$ cat config.mk
export PLATFORM = sky130hd
export DESIGN_NAME = leds_controller_flat
export DESIGN_NICKNAME = d
export VERILOG_FILES = /design/src/rtl/leds_controller_if.sv /design/src/rtl/leds_controller.sv /design/src/flat_wrapper.sv
export SDC_FILE = /design/constraint.sdc
export NUM_CORES = 1
export LEC_CHECK = 0
export CORE_ASPECT_RATIO = 0.9
export CORE_MARGIN = 2
export CORE_UTILIZATION = 45
export CTS_CLUSTER_DIAMETER = 80
export DETAILED_ROUTE_END_ITERATION = 12
export PLACE_DENSITY = 0.61
export SYNTH_ARGS = -nofsm -noshare
export SYNTH_HDL_FRONTEND = slang
export SYNTH_SLANG_ARGS = --single-unit
$ cat constraint.sdc
create_clock -name clk -period 8.4 [get_ports clk]
set_input_delay 0.84 -clock clk [delete_from_list [all_inputs] [get_ports clk]]
set_output_delay 0.84 -clock clk [all_outputs]
set_load 0.005 [all_outputs]
$ cat src/rtl/leds_controller_if.sv
// Control lines from the LED bus interface and the pin/status lines returned by the controller.
// The bus side drives the requests; the controller drives the pins and busy.
interface leds_controller_if;
   logic ctrl_en;
   logic ctrl_led0;
   logic ctrl_led1;
   logic ctrl_led2;
   logic ctrl_led3;
   logic led0;
   logic led1;
   logic led2;
   logic led3;
   logic busy;

   modport master (
      output ctrl_en, ctrl_led0, ctrl_led1, ctrl_led2, ctrl_led3,
      input  led0, led1, led2, led3, busy
   );

   modport slave (
      input  ctrl_en, ctrl_led0, ctrl_led1, ctrl_led2, ctrl_led3,
      output led0, led1, led2, led3, busy
   );
endinterface

$ cat src/rtl/leds_controller.sv
// Four-LED soft-fade driver: each duty level ramps one step per prescaler tick toward its
// target, and a free-running PWM counter renders the current duty on the registered pin.
module leds_controller #(
   parameter int PWM_BITS      = 8,
   parameter int FADE_PRESCALE = 1024,
   parameter bit ACTIVE_LOW    = 1'b0
) (
   input logic clk,
   input logic rst,
   leds_controller_if.slave bus
);
   localparam logic [PWM_BITS-1:0] FULL = '1;
   localparam int PRE_W = (FADE_PRESCALE > 1) ? $clog2(FADE_PRESCALE) : 1;
   localparam logic [PRE_W-1:0] PRE_LAST = PRE_W'(FADE_PRESCALE - 1);

   logic                en_q;
   logic [3:0]          led_q;
   logic [PWM_BITS-1:0] pwm_cnt;
   logic [PRE_W-1:0]    pre_cnt;
   logic                tick;
   logic [PWM_BITS-1:0] duty [4];
   logic [PWM_BITS-1:0] duty_next [4];
   logic [PWM_BITS-1:0] target [4];
   logic [3:0]          lit;
   logic [3:0]          led_r;
   logic                busy_r;
   logic                busy_next;

   // With a prescale of 1 the counter never leaves 0, so tick stays high every cycle.
   assign tick = (pre_cnt == PRE_LAST);

   always_comb begin
      busy_next = 1'b0;
      lit       = '0;
      for (int i = 0; i < 4; i++) begin
         target[i]    = (en_q && led_q[i]) ? FULL : '0;
         duty_next[i] = duty[i];
         if (tick) begin
            if (duty[i] < target[i]) begin
               duty_next[i] = duty[i] + PWM_BITS'(1);
            end else if (duty[i] > target[i]) begin
               duty_next[i] = duty[i] - PWM_BITS'(1);
            end
         end
         // Busy looks at the duty being written this cycle, not the one being replaced.
         if (duty_next[i] != target[i]) begin
            busy_next = 1'b1;
         end
         lit[i] = (duty[i] == FULL) || (duty[i] > pwm_cnt);
      end
   end

   always_ff @(posedge clk) begin
      if (rst) begin
         en_q    <= 1'b0;
         led_q   <= '0;
         pwm_cnt <= '0;
         pre_cnt <= '0;
         for (int i = 0; i < 4; i++) begin
            duty[i] <= '0;
         end
         led_r   <= {4{ACTIVE_LOW}};
         busy_r  <= 1'b0;
      end else begin
         en_q    <= bus.ctrl_en;
         led_q   <= {bus.ctrl_led3, bus.ctrl_led2, bus.ctrl_led1, bus.ctrl_led0};
         pwm_cnt <= pwm_cnt + PWM_BITS'(1);
         pre_cnt <= tick ? '0 : pre_cnt + PRE_W'(1);
         for (int i = 0; i < 4; i++) begin
            duty[i] <= duty_next[i];
         end
         led_r   <= lit ^ {4{ACTIVE_LOW}};
         busy_r  <= busy_next;
      end
   end

   assign bus.led0 = led_r[0];
   assign bus.led1 = led_r[1];
   assign bus.led2 = led_r[2];
   assign bus.led3 = led_r[3];
   assign bus.busy = busy_r;
endmodule

$ cat src/flat_wrapper.sv
// flat-port wrapper written by rule: the top's interface ports become plain ports
module leds_controller_flat 
#(
   parameter int PWM_BITS      = 8,
   parameter int FADE_PRESCALE = 1024,
   parameter bit ACTIVE_LOW    = 1'b0
)
  (clk, rst, bus_ctrl_en, bus_ctrl_led0, bus_ctrl_led1, bus_ctrl_led2, bus_ctrl_led3, bus_led0, bus_led1, bus_led2, bus_led3, bus_busy);
  leds_controller_if bus_i ();
  input logic clk;
  input logic rst;
  input wire logic [$bits(bus_i.ctrl_en)-1:0] bus_ctrl_en;
  input wire logic [$bits(bus_i.ctrl_led0)-1:0] bus_ctrl_led0;
  input wire logic [$bits(bus_i.ctrl_led1)-1:0] bus_ctrl_led1;
  input wire logic [$bits(bus_i.ctrl_led2)-1:0] bus_ctrl_led2;
  input wire logic [$bits(bus_i.ctrl_led3)-1:0] bus_ctrl_led3;
  output wire logic [$bits(bus_i.led0)-1:0] bus_led0;
  output wire logic [$bits(bus_i.led1)-1:0] bus_led1;
  output wire logic [$bits(bus_i.led2)-1:0] bus_led2;
  output wire logic [$bits(bus_i.led3)-1:0] bus_led3;
  output wire logic [$bits(bus_i.busy)-1:0] bus_busy;
  assign bus_i.ctrl_en = bus_ctrl_en;
  assign bus_i.ctrl_led0 = bus_ctrl_led0;
  assign bus_i.ctrl_led1 = bus_ctrl_led1;
  assign bus_i.ctrl_led2 = bus_ctrl_led2;
  assign bus_i.ctrl_led3 = bus_ctrl_led3;
  assign bus_led0 = bus_i.led0;
  assign bus_led1 = bus_i.led1;
  assign bus_led2 = bus_i.led2;
  assign bus_led3 = bus_i.led3;
  assign bus_busy = bus_i.busy;
  leds_controller #(.PWM_BITS(PWM_BITS), .FADE_PRESCALE(FADE_PRESCALE), .ACTIVE_LOW(ACTIVE_LOW)) u_core (.clk(clk), .rst(rst), .bus(bus_i));
endmodule
==> flow_summary.ini <==
[floorplanning]
io_pins = 12
die_area_sq_mm = 0.0114
initial_core_util_pct = 46.3
dieHeight_microns = 102
coreArea_sq_mm = 0.0103
die_x_microns = 113
core.rowCount = 35

[setup_path]
critical_path_class = reg2reg
cp_slowest_stage_delay_ps = 690
worstReg2RegStart = u_core.en_q
start_kind = flip-flop
crit_path_start = u_core.en_q
cp_cell_sequence = nand2_1 > ha_1 > a21o_1 > a21o_1 > a2111oi_4 > mux2i_1 > xor2_1 > nand4_1 > o41ai_1 > a41oi_1
critPathSlowestCell = a2111oi_4
end_kind = flip-flop
cp_num_buf_inv = 0
cp_top_family = compound AO/OA/AOI/OAI gates
cp_max_fo = 13
path_common_cell = a21o_1
cp.required_ps = 8530
arrival_ps = 4060

[timing]
finalClockSkew_ps = 6.23
slew_viol_final = 0
timing.setup.tns_ps = 0
rsz0062_at_grt = false
period_needed_ps = 3930
holdWs_ps = 520
final_hold_viol_count = 0
fin_ws_ps = 4470
setup_viol = 0
fin_crit_sh_pct = 46.8
worst_slew_pin_slew_ps = 1140
relSlewSlack_pct = 23.9
clock.fmax_mhz = 255

[clocking]
clk_path_buf_depth = 2
insertion_delay_ps = 320
clkSinkCount = 60
cts_tree = done
cts_setup_buffers = 0
path_clk_slew_ps = 50
ctsHoldBuffers = 0
numCtsBuffers = 9
root_buffer = clkbuf_16
cts_resized = 0
cts_max_level = 3

[place]
portBuffers = 11
dp_hpwl_microns = 8580
gp_congestion = 0.905
pre_cts_ws_ps = 4400
postPlaceCellArea_sq_mm = 0.00498
dp.cells = 699

[yosys]
synth_ff_type = dfxtp_1
synth_top_cell_area_share_pct = 25.2
ys_seq_elements = 60
avgSynthCellArea_sq_um = 8.31
synth_cell_type_count = 59
postSynthCellCount = 574
synth.area.top_cells = dfxtp_1 25%, ha_1 19%, nor2_1 4.6%
synth.most_common_cell = ha_1
synthesis.area_sq_mm = 0.00477
yosys.area.top_type = dfxtp_1
synth_commonest_cells = 71 x ha_1, 60 x dfxtp_1, 58 x nor2_1
synth_nets = 652
ys_seq_area_share_pct = 25.2
ys.warnings.count = 0
async_flop_share_pct = 0
synth_edf_count = 0

[power]
finalPower_mw = 0.737
p_int_mw = 0.560
p_leak_nw = 2.25
vdd_drop_max_uv = 134
power-per-cell-area_mw_per_mm2 = 140
p_seq_share_pct = 40.2
p_switching_mw = 0.177
clkPwrFrac_pct = 49.2
p_sw_share_pct = 24.1
combinationalPowerShare_pct = 10.6

[drt]
routed_wirelength_microns = 11600
drc = 0
vias = 4222
first_pass_iters = 5
viasPerCell = 5.91
wl_per_cell_microns = 16.3
drtIter0Drc = 447
ant_nets = 0

[global_routing]
grt_overflow = 0
track_usage_pct = 21.3
grt_pass1_wl_microns = 19700
grt_start_max_net_pins = 61
antenna_found_initial = 0
grt_pass1_vias = 4044

[layout]
antenna_cells = 0
fillers = 959
design_area_sq_mm = 0.00527
layout-drive-gt1-share_pct = 5.13
fin_cells = 714
finish.utilization_pct = 51.2
regArea_sq_mm = 0.00120
multi_input_area_sq_mm = 0.00342
area_growth_syn_to_layout_pct = 10.5
finalNetCount = 659

[hold_path]
min_from = u_core.pre_cnt[9]
min_path_type = reg2reg

[flow_run]
maxCapViolations = 0

[outcome]
outcome = completed
-- final timing paths --
path / end / slack [ps] / cells after the start
setup / recovery: u_core.bus.busy / 4470 / 10
hold / removal: u_core.pre_cnt[9] / 520 / 2
setup reg to reg: u_core.bus.busy / 4470 / 10
hold reg to reg: u_core.pre_cnt[9] / 520 / 2
-- worst reg2reg max path, cell delays in order, from the launching register on --
cell and delay [ps]:
dfxtp_1 590, nand2_1 340, ha_1 400, a21o_1 180
a21o_1 190, a2111oi_4 690, mux2i_1 290, xor2_1 250
nand4_1 110, o41ai_1 480, a41oi_1 210
-- cell type report --
type / count / area share (%)
tap: 129 / 3.06
clock buffer: 10 / 4.53
clock inverter: 5 / 0.997
inverter: 22 / 1.57
multi-input combinational: 476 / 64.9
timing repair buffer: 12 / 2.14
sequential: 60 / 22.8
-- metal layers --
metal,GRT usage (%),up-vias,part of all wire [%],routed length (microns)
met5,0,-,0,0
met4,7.04,0,1.5,170
met3,4.31,12,5.3,614
met2,33.7,104,44,5140
met1,29.4,1976,49,5710
li1,-,2130,-,-
-- cells by family (layout without fill, tap and decap cells) --
family / Yosys count / in the layout / synth area share, %
compound gates: 100 / 100 / 14.1
xor+xnor: 38 / 38 / 6.98
fa+ha+maj: 71 / 71 / 18.6
buf+inv: 38 / 49 / 3.18
flops: 60 / 60 / 25.2
mux: 10 / 10 / 2.10
simple gates: 257 / 257 / 29.8
-- power groups by stage --
| stage | Sequential, mW | Combinational [mW] | Clock, mW |
|---|---|---|---|
| 3_5_place_dp | 0.302 | 0.0770 | 0 |
| 4_1_cts | 0.296 | 0.0774 | 0.371 |
| 2_1_floorplan | 0.301 | 0.0572 | 0 |
| 6_report | 0.296 | 0.0780 | 0.362 |
| 3_3_place_gp | 0.302 | 0.0748 | 0 |
| 5_1_grt | 0.297 | 0.0879 | 0.383 |
-- sequential cells by signal, indices dropped and copies added, names as in the netlist --
signal	count
u_core.led_q	4
u_core.en_q	1
u_core.pre_cnt	10
u_core.duty	32
u_core.led_r	4
u_core.bus.busy	1
u_core.pwm_cnt	8
-- cell usage in the layout (no fill, tap or decap), types with 10 or more instances in the layout --
cell             count
ha_1                71
mux2i_1             10
nor4_1              10
nand4_1             21
and3_1              17
xor2_1              17
nand3_1             36
nor2b_1             22
o21ai_0             20
a21o_1              12
nor2_1              58
clkdlybuf4s50_1     10
nand2_1             31
inv_1               22
nor3_1              14
a21oi_1             27
xnor2_1             21
dfxtp_1             60
Note: power is estimated with default switching activity, not from simulation.
